## src/rtl/pio_ram_link_pkg.sv

```systemverilog
// Shared symbols, FSM state type and default frame geometry for the
// two-bit PIO RAM serial link.
package pio_ram_link_pkg;

  // Line symbols (both directions idle on 00)
  localparam logic [1:0] SYM_IDLE = 2'b00;
  localparam logic [1:0] SYM_RSP  = 2'b01;
  localparam logic [1:0] SYM_RD   = 2'b10;
  localparam logic [1:0] SYM_WR   = 2'b11;

  // Default frame geometry
  localparam int DEF_ADDR_BITS = 16;
  localparam int DEF_DATA_BITS = 16;
  localparam int DEF_TIMEOUT   = 255;

  typedef enum logic [2:0] {
    ST_IDLE      = 3'd0,
    ST_SEND_ADDR = 3'd1,
    ST_SEND_DATA = 3'd2,
    ST_WAIT_RSP  = 3'd3,
    ST_RECV_DATA = 3'd4
  } link_state_t;

  // Number of two-bit symbols needed to carry a field of the given width
  function automatic int syms(input int bits);
    return bits / 2;
  endfunction

endpackage

```

## src/rtl/pio_ram_link_rx.sv

```systemverilog
// Response side of the link: watches rx_pins while the master waits for a
// reply, counts the timeout, deserializes the data word and registers the
// one-cycle response pulse.
module pio_ram_link_rx
  import pio_ram_link_pkg::*;
#(
  parameter int DATA_BITS = DEF_DATA_BITS,
  parameter int TIMEOUT   = DEF_TIMEOUT
) (
  input  logic                 clk,
  input  logic                 reset,
  input  logic                 wait_i,
  input  logic                 recv_i,
  input  logic [1:0]           rx_pins_i,
  output logic                 start_o,
  output logic                 tmo_o,
  output logic                 done_o,
  output logic                 rsp_valid_o,
  output logic                 rsp_err_o,
  output logic [DATA_BITS-1:0] rsp_data_o
);

  localparam int DATA_SYMS = syms(DATA_BITS);
  localparam int TW = $clog2(TIMEOUT + 1);
  localparam int RW = $clog2(DATA_SYMS + 1);

  logic [TW-1:0]        tmo_q, tmo_d;
  logic [RW-1:0]        rcnt_q, rcnt_d;
  logic [DATA_BITS-1:0] sh_q, sh_d;
  logic                 rsp_valid_q, rsp_valid_d;
  logic                 rsp_err_q, rsp_err_d;
  logic [DATA_BITS-1:0] rsp_data_q, rsp_data_d;

  // Start symbol beats a coinciding timeout; 10/11 are simply not matches
  assign start_o = wait_i && (rx_pins_i == SYM_RSP);
  assign tmo_o   = wait_i && !start_o && (tmo_q == TW'(TIMEOUT - 1));
  assign done_o  = recv_i && (rcnt_q == RW'(DATA_SYMS - 1));

  // Counters run only in their phase, so they restart at zero on entry
  always_comb begin
    tmo_d       = wait_i ? tmo_q + 1'b1 : '0;
    rcnt_d      = recv_i ? rcnt_q + 1'b1 : '0;
    sh_d        = recv_i ? {sh_q[DATA_BITS-3:0], rx_pins_i} : sh_q;
    rsp_valid_d = 1'b0;
    rsp_err_d   = rsp_err_q;
    rsp_data_d  = rsp_data_q;
    if (done_o) begin
      rsp_valid_d = 1'b1;
      rsp_err_d   = 1'b0;
      rsp_data_d  = sh_d;
    end else if (tmo_o) begin
      rsp_valid_d = 1'b1;
      rsp_err_d   = 1'b1;
      rsp_data_d  = '0;
    end
  end

  // Response state registers
  always_ff @(posedge clk or posedge reset) begin
    if (reset) begin
      tmo_q       <= '0;
      rcnt_q      <= '0;
      sh_q        <= '0;
      rsp_valid_q <= 1'b0;
      rsp_err_q   <= 1'b0;
      rsp_data_q  <= '0;
    end else begin
      tmo_q       <= tmo_d;
      rcnt_q      <= rcnt_d;
      sh_q        <= sh_d;
      rsp_valid_q <= rsp_valid_d;
      rsp_err_q   <= rsp_err_d;
      rsp_data_q  <= rsp_data_d;
    end
  end

  assign rsp_valid_o = rsp_valid_q;
  assign rsp_err_o   = rsp_err_q;
  assign rsp_data_o  = rsp_data_q;

endmodule

```

## src/rtl/pio_ram_link.sv

```systemverilog
// Two-bit serial link master: serializes single-word read/write requests
// onto tx_pins and returns read data received on rx_pins.
module pio_ram_link
  import pio_ram_link_pkg::*;
#(
  parameter int ADDR_BITS = DEF_ADDR_BITS,
  parameter int DATA_BITS = DEF_DATA_BITS,
  parameter int TIMEOUT   = DEF_TIMEOUT
) (
  input  logic                 clk,
  input  logic                 reset,
  input  logic                 req_valid,
  output logic                 req_ready,
  input  logic                 req_write,
  input  logic [ADDR_BITS-1:0] req_addr,
  input  logic [DATA_BITS-1:0] req_wdata,
  output logic                 rsp_valid,
  output logic                 rsp_err,
  output logic [DATA_BITS-1:0] rsp_data,
  output logic [1:0]           tx_pins,
  input  logic [1:0]           rx_pins
);

  localparam int ADDR_SYMS  = syms(ADDR_BITS);
  localparam int DATA_SYMS  = syms(DATA_BITS);
  localparam int FRAME_BITS = ADDR_BITS + DATA_BITS;
  localparam int CNT_MAX    = (ADDR_SYMS > DATA_SYMS) ? ADDR_SYMS : DATA_SYMS;
  localparam int CW         = $clog2(CNT_MAX + 1);

  link_state_t           state_q, state_d;
  logic [CW-1:0]         cnt_q, cnt_d;
  logic [FRAME_BITS-1:0] shreg_q, shreg_d;
  logic [1:0]            tx_q, tx_d;
  logic                  wr_q, wr_d;
  logic                  rsp_start, rsp_tmo, rsp_done;

  pio_ram_link_rx #(
    .DATA_BITS (DATA_BITS),
    .TIMEOUT   (TIMEOUT)
  ) u_rx (
    .clk         (clk),
    .reset       (reset),
    .wait_i      (state_q == ST_WAIT_RSP),
    .recv_i      (state_q == ST_RECV_DATA),
    .rx_pins_i   (rx_pins),
    .start_o     (rsp_start),
    .tmo_o       (rsp_tmo),
    .done_o      (rsp_done),
    .rsp_valid_o (rsp_valid),
    .rsp_err_o   (rsp_err),
    .rsp_data_o  (rsp_data)
  );

  // Next state and next tx symbol; the counter reaching the field length
  // marks the cycle after the last symbol of that field was launched
  always_comb begin
    state_d = state_q;
    cnt_d   = cnt_q;
    shreg_d = shreg_q;
    wr_d    = wr_q;
    tx_d    = SYM_IDLE;
    unique case (state_q)
      ST_IDLE: begin
        if (req_valid) begin
          wr_d    = req_write;
          shreg_d = {req_addr, req_wdata};
          cnt_d   = '0;
          tx_d    = req_write ? SYM_WR : SYM_RD;
          state_d = ST_SEND_ADDR;
        end
      end
      ST_SEND_ADDR: begin
        if (cnt_q == CW'(ADDR_SYMS)) begin
          if (wr_q) begin
            // First data symbol follows the last address symbol directly
            tx_d    = shreg_q[FRAME_BITS-1 -: 2];
            shreg_d = shreg_q << 2;
            cnt_d   = CW'(1);
            state_d = ST_SEND_DATA;
          end else begin
            state_d = ST_WAIT_RSP;
          end
        end else begin
          tx_d    = shreg_q[FRAME_BITS-1 -: 2];
          shreg_d = shreg_q << 2;
          cnt_d   = cnt_q + 1'b1;
        end
      end
      ST_SEND_DATA: begin
        if (cnt_q == CW'(DATA_SYMS)) begin
          state_d = ST_IDLE;
        end else begin
          tx_d    = shreg_q[FRAME_BITS-1 -: 2];
          shreg_d = shreg_q << 2;
          cnt_d   = cnt_q + 1'b1;
        end
      end
      ST_WAIT_RSP: begin
        if (rsp_start) begin
          state_d = ST_RECV_DATA;
        end else if (rsp_tmo) begin
          state_d = ST_IDLE;
        end
      end
      ST_RECV_DATA: begin
        if (rsp_done) begin
          state_d = ST_IDLE;
        end
      end
      default: state_d = ST_IDLE;
    endcase
  end

  // State, shifter and registered tx symbol; reset forces the line idle at once
  always_ff @(posedge clk or posedge reset) begin
    if (reset) begin
      state_q <= ST_IDLE;
      cnt_q   <= '0;
      shreg_q <= '0;
      tx_q    <= SYM_IDLE;
      wr_q    <= 1'b0;
    end else begin
      state_q <= state_d;
      cnt_q   <= cnt_d;
      shreg_q <= shreg_d;
      tx_q    <= tx_d;
      wr_q    <= wr_d;
    end
  end

  assign req_ready = (state_q == ST_IDLE);
  assign tx_pins   = tx_q;

endmodule

```

## config.mk

```make
export PLATFORM = sky130hd
export DESIGN_NAME = pio_ram_link
export DESIGN_NICKNAME = d
export VERILOG_FILES = /design/src/rtl/pio_ram_link_pkg.sv /design/src/rtl/pio_ram_link_rx.sv /design/src/rtl/pio_ram_link.sv
export SDC_FILE = /design/constraint.sdc
export NUM_CORES = 1
export LEC_CHECK = 0
export ABC_AREA = 1
export BUFFER_PORTS_ARGS = -buffer_cell sky130_fd_sc_hd__buf_4
export CAP_MARGIN = 30
export CORE_MARGIN = 2
export CORE_UTILIZATION = 50
export CTS_BUF_LIST = sky130_fd_sc_hd__clkbuf_2 sky130_fd_sc_hd__clkbuf_4 sky130_fd_sc_hd__clkbuf_8
export DETAILED_ROUTE_END_ITERATION = 16
export PLACE_DENSITY = 0.7
export SLEW_MARGIN = 10
export SYNTH_ARGS = -nofsm -noshare
export SYNTH_HDL_FRONTEND = slang
export SYNTH_SLANG_ARGS = --single-unit
```

## constraint.sdc

```tcl
create_clock -name clk -period 3.8 [get_ports clk]
set_input_delay 0.38 -clock clk [delete_from_list [all_inputs] [get_ports clk]]
set_output_delay 0.38 -clock clk [all_outputs]
set_load 0.02 [all_outputs]
```

# Word-level counts from Yosys, hierarchy flattened

Index checks and enable logic that the tools add are counted.

Logic and storage cells: 73
Input port bits: 38
Output and inout port bits: 21
Bits in registers: 88

Reductions and logical operators: 11
Add/subtract/negate cells: 3
Mux-type cells: 33
Equal/unequal tests: 15

Operators with widths:

| kind                                                                   | number |
|---|---|
| 32-bit two-way mux                                                     | 4 |
| 32-bit one-hot mux with 3 select lines                                 | 1 |
| 16-bit two-way mux                                                     | 3 |
| 4-bit two-way mux                                                      | 5 |
| 3-bit two-way mux                                                      | 6 |
| 3-bit one-hot mux with 5 select lines                                  | 1 |
| 4-bit one-hot mux with 3 select lines                                  | 1 |
| 2-bit != test (second input constant)                                  | 5 |
| 4-bit by 1-bit adder with 4-bit output (second input constant)         | 2 |
| 8-bit by 1-bit adder with 8-bit output (second input constant)         | 1 |
| 8-bit equality test (second input constant)                            | 1 |
| 2-bit two-way mux                                                      | 4 |
| 8-bit two-way mux                                                      | 1 |
| 3-bit by 2-bit equality test with 1-bit output (second input constant) | 2 |
| 1-bit two-way mux                                                      | 6 |
| 3-bit != test (second input constant)                                  | 2 |
| 2-bit one-hot mux with 3 select lines                                  | 1 |
| 5-bit AND reduction                                                    | 1 |
| 4-bit by 3-bit equality test with 1-bit output (second input constant) | 1 |
| 4-bit equality test (second input constant)                            | 1 |
| 1-bit logical AND                                                      | 4 |
| 4-bit AND reduction                                                    | 1 |
| 3-bit by 1-bit equality test with 1-bit output (second input constant) | 1 |
| 3-bit equality test (second input constant)                            | 1 |
| other kinds (6)                                                        | 6 |

# Depth between registers and ports, before layout

Depth in word-level cells: 8
Mapped depth: 10
Gate-level depth less buffers: 9

# Cells and area by module

A second synthesis with hierarchy kept.

Cell total of the unflattened synthesis: 547
Area total of the unflattened synthesis: 4337.9 um^2

Modules (own cells, without submodules):

| module          | cells each | seq. area each (um^2) | times used | area each (um^2) |
|---|---|---|---|---|
| pio_ram_link    | 334        | 1051.0                | 1          | 2373.5 |
| pio_ram_link_rx | 213        | 1151.1                | 1          | 1964.4 |

# Worst setup path before layout

Ideal clock, no wire load.

Path type: reg-to-reg
From: register cnt_q[0]
To: register cnt_q[2]
Clock period less this slack: 1519 ps
Required time: 3683 ps
Path buffers: 1
Arrival time: 1402 ps
Slack: 2281 ps
Cell stages (with the launch flop): 11
Library setup time: 117 ps
Cells stage by stage: dfrtp_1 inv_1 ha_1 nand2_1 nor2_1 nand3_1 nand2_1 nor2_4 buf_2 nand2_1 nand2_1

Word-level cells in the longest chain between the ends: 3
Elaborated cells between the ends (all ways): 8
Those cells by class: add/sub (1); eq/ne (3); mux (3); reduce/logical (1)

Ends and longest elaborated chain:

| what                                                                          | RTL line            | RTL |
|---|---|---|
| start: declaration                                                            | pio_ram_link.sv:31  | `logic [CW-1:0] cnt_q, cnt_d;` |
| start signal: assignment                                                      | pio_ram_link.sv:124 | `cnt_q <= cnt_d;` |
| 4-bit by 1-bit adder with 4-bit output or 4-bit equality test (tied branches) | n/a                 |  |
| 4-bit two-way mux, or another cell as far along                               | pio_ram_link.sv:90  | `if (cnt_q == CW'(DATA_SYMS)) begin` |
| 4-bit one-hot mux with 3 select lines or 4-bit AND reduction (tied branches)  | n/a                 |  |

Several ways; a longest one is shown, not always the timed one. The select of a mux whose other input is x is not followed.
A chain may end at the register's enable or synchronous reset.

# Worst setup path after layout

From: register state_q[0]
To: register u_rx.rsp_data_q[3] (netlist: u_rx.rsp_data_o[3])

Word-level cells in the longest chain between the ends: 6
Elaborated cells between the ends (all ways): 10
Those cells by class: eq/ne (2); mux (2); reduce/logical (6)

Ends and longest elaborated chain:

| what                                           | RTL line              | RTL |
|---|---|---|
| start: declaration                             | pio_ram_link.sv:30    | `link_state_t state_q, state_d;` |
| start signal: assignment                       | pio_ram_link.sv:123   | `state_q <= state_d;` |
| 3-bit by 2-bit equality test with 1-bit output | pio_ram_link.sv:43    | `.wait_i (state_q == ST_WAIT_RSP),` |
| 1-bit logical AND                              | pio_ram_link_rx.sv:35 | `assign start_o = wait_i && (rx_pins_i == SYM_RSP);` |
| 1-bit logical NOT                              | pio_ram_link_rx.sv:36 | `assign tmo_o = wait_i && !start_o && (tmo_q == TW'(TIMEOUT - 1));` |
| 1-bit logical AND (2 in series)                | pio_ram_link_rx.sv:36 |  |
| 2-bit nonzero test (no source line)            | n/a                   |  |
| end signal: assignment                         | pio_ram_link_rx.sv:73 | `rsp_data_q <= rsp_data_d;` |
| end: declaration                               | pio_ram_link_rx.sv:32 | `logic [DATA_BITS-1:0] rsp_data_q, rsp_data_d;` |

Several ways; a longest one is shown, not always the timed one.

==> run metrics <==
number of global-route vias before repair 3280; fmax between 300 and 400 MHz; post-CTS sizing 0; Mean Syn Cell Area 7.728 sq um; placed instance area 0.004501 sq mm; top cell type's share of synthesized area 0.5397; Cell variety after synth 20; Final HPWL DP around 5.5 mm; Final Hold Vio Count 0; worst hold path type primary input to flip-flop; Die X 93.31 um; CP cell instances nor2_1 > nand2_1 > inv_1 > nand2_1 > nand3_1 > o21ai_0; number of CTS-inserted buffers 9; Slew Limit Headroom 0.4528; GR Util met1 0.2959; wire per inst around 12 um; clk root buf clkbuf_8; Synth area leader dfrtp_1; first-pass GRT wire length 14.69 mm; ratio of cells with drive above 1 in the final layout 0.1483; Final Instance Area approximately 0.0047 sq mm; CP peak stage delay roughly 0.49 ns; clock sink count 86; ANT cells 0; post-CTS setup buffers 0; final wirelength roughly 8 mm; Crit. Startpoint state_q[0]$_DFFE_PP0P_; Vias/cell between 4 and 5; max cap viols 0; leading cell types in the layout, fill and taps excluded 248 x nand2_1, 86 x dfrtp_1, 62 x buf_4, 58 x nand3_1, 30 x nor2_1; hold_buf cts 1; initial antenna violation count 0; initial cell density of the core 0.5160; nets@finish 611; CTS clk-pin slew, worst paths 0.09 ns; Peak VDD IR 0.2908 mV; cell family contributing the most delay on the critical path simple AND/OR/NAND/NOR gates; initial drt markers between 150 and 200; Hold WS about 0.25 ns; RSZ-0062 raised after global routing false; setup TNS 0 ns; Area contributors post-synth dfrtp_1 54%, nand2_1 23%, nand3_1 7.3%, o21ai_0 3.3%, nor2_1 2.8%; First-pass DRT Iterations 4; Most common cell on crit path nand2_1; clk_skew around 0.012 ns; Pins Over Slew Limit 0; crit start category flip-flop; GRT busiest layer met2; clock latency at the later pin of the worst-skew pair about 0.35 ns; Tmin final 2.541 ns; CTS tree yes; FP Rows 32; # fillers 710; worst path bufs/invs 1; Core ar. 0.007727 sq mm; GR Overflow Total 0; Final Cycle Share 0.6687; Leak 2.587 nW; pin count of the biggest net entering global routing just over 40; RD Place Congestion approximately 0.77; power per cell area approximately 560 mW/mm^2; CP max FO 23; die area 0.008706 sq mm; via count between 3k and 4k; Slowest-stage cell, CP inv_1; Hold Startpoint req_write; r2r startpoint state_q[0]$_DFFE_PP0P_; # H-tree levels 3; setup violators final 0; synthesized netlist cell count 516; status complete, no violations; GRT met3 Usage 0.05399; Die Height 93.31 um; CP Class flip-flop to flip-flop; post-route ant nets 0; synthesized area 0.003988 sq mm; CP Capture Type flip-flop; Ports about 60; register bit total from synthesis 86; CTS max path bufs 2; post-synth net total 559; critical path arrival 2.74 ns; met2 Track Usage GR 0.3261; Port Buffer Count 58; Worst-Margin Slew 0.8188 ns; Layout area overhead 17.63%; most common cell after layout, fill and taps aside nand2_1; Seq/Total Area, Yosys 0.5397; DRC viols 0; Total GRT Usage 0.2096; worst path required time 4.00 ns; total power 2.612 mW; Synthesis Warnings 0
==> cells by family after synthesis <==
group,Yosys count,share of synthesized area
AND/OR/NAND/NOR,345,0.3527
flip-flops,86,0.5397
buffers and inverters,47,0.04801
AO/OA/AOI/OAI,31,0.03954
adder cells (fa/ha/maj),5,0.01569
XOR/XNOR,2,0.004394
==> cell type report <==
class	instances	area (sq um)	share of cell area
sequential	86	2152	0.4588
multi-input combinational	383	1644	0.3505
timing repair buffer	64	495.5	0.1056
tap	102	127.6	0.02721
clock buffer	9	123.9	0.02641
inverter	24	91.34	0.01947
clock inverter	7	56.30	0.01200
==> cell usage after synthesis <==
cell type and n:
nor2_4 1, nand3b_2 1, ha_1 5, buf_2 12
nand3_2 1, nand3b_1 1, inv_1 22, o21ai_0 26
a21oi_1 4, xor2_1 2, o21a_1 1, inv_2 2
clkbuf_1 11, nand3_1 58, nand4_1 3, nor3b_1 1
and3_1 1, dfrtp_1 86, nor2_1 30, nand2_1 248
==> through the flow <==
step                      utilization  std cells  worst slack, ns
after floorplan                     -        516            1.198
after global placement         0.5798        657            1.376
after detailed placement       0.5824        658            1.219
after CTS                      0.6070        675            1.235
after global routing           0.6070        675           0.9349
final                          0.6070        675            1.259
==> worst reg2reg max path: cells and delay by family (launching register included) <==
family                 cells  cell delay (ns)
and+or+nand+nor            4             1.36
AOI/OAI and AO/OA          1             0.10
DFF                        1             0.44
buffers and inverters      1             0.50
==> flip-flops by register name, indices dropped and copies added (netlist names) <==
| register | count |
|---|---|
| wr_q | 1 |
| u_rx.rsp_data_o | 16 |
| shreg_q | 32 |
| tx_pins | 2 |
| u_rx.rsp_err_o | 1 |
| u_rx.tmo_q | 8 |
| u_rx.sh_q | 14 |
| u_rx.rcnt_q | 4 |
| cnt_q | 4 |
| state_q | 3 |
| u_rx.rsp_valid_o | 1 |
==> layer usage <==
layer  wire [um]  vias up
li1            -     1722
met1        4053     1549
met2        3674       65
met3         339        6
met4          77        0
met5           0        -
==> power by group <==
part	switching, mW	leakage (nW)	internal, mW
logic	0.504	1.43	0.293
registers	0.117	1.06	1.11
clock network	0.340	0.0959	0.247
total	0.960	2.59	1.65
==> worst paths after layout <==
path	to	slack, ns	cells after the start
worst max-delay path	u_rx.rsp_data_o[3]$_DFFE_PP0P_	1.26	6
worst min-delay path	tx_pins[0]$_DFF_PP0_	0.25	3
worst max register to register	u_rx.rsp_data_o[3]$_DFFE_PP0P_	1.26	6
worst min register to register	u_rx.rcnt_q[0]$_DFF_PP0_	0.48	1
max in group asynchronous	cnt_q[0]$_DFFE_PP0P_	2.59	4
min in group asynchronous	u_rx.tmo_q[5]$_DFF_PP0_	0.55	3
Note: power is estimated with default switching activity, not from simulation.
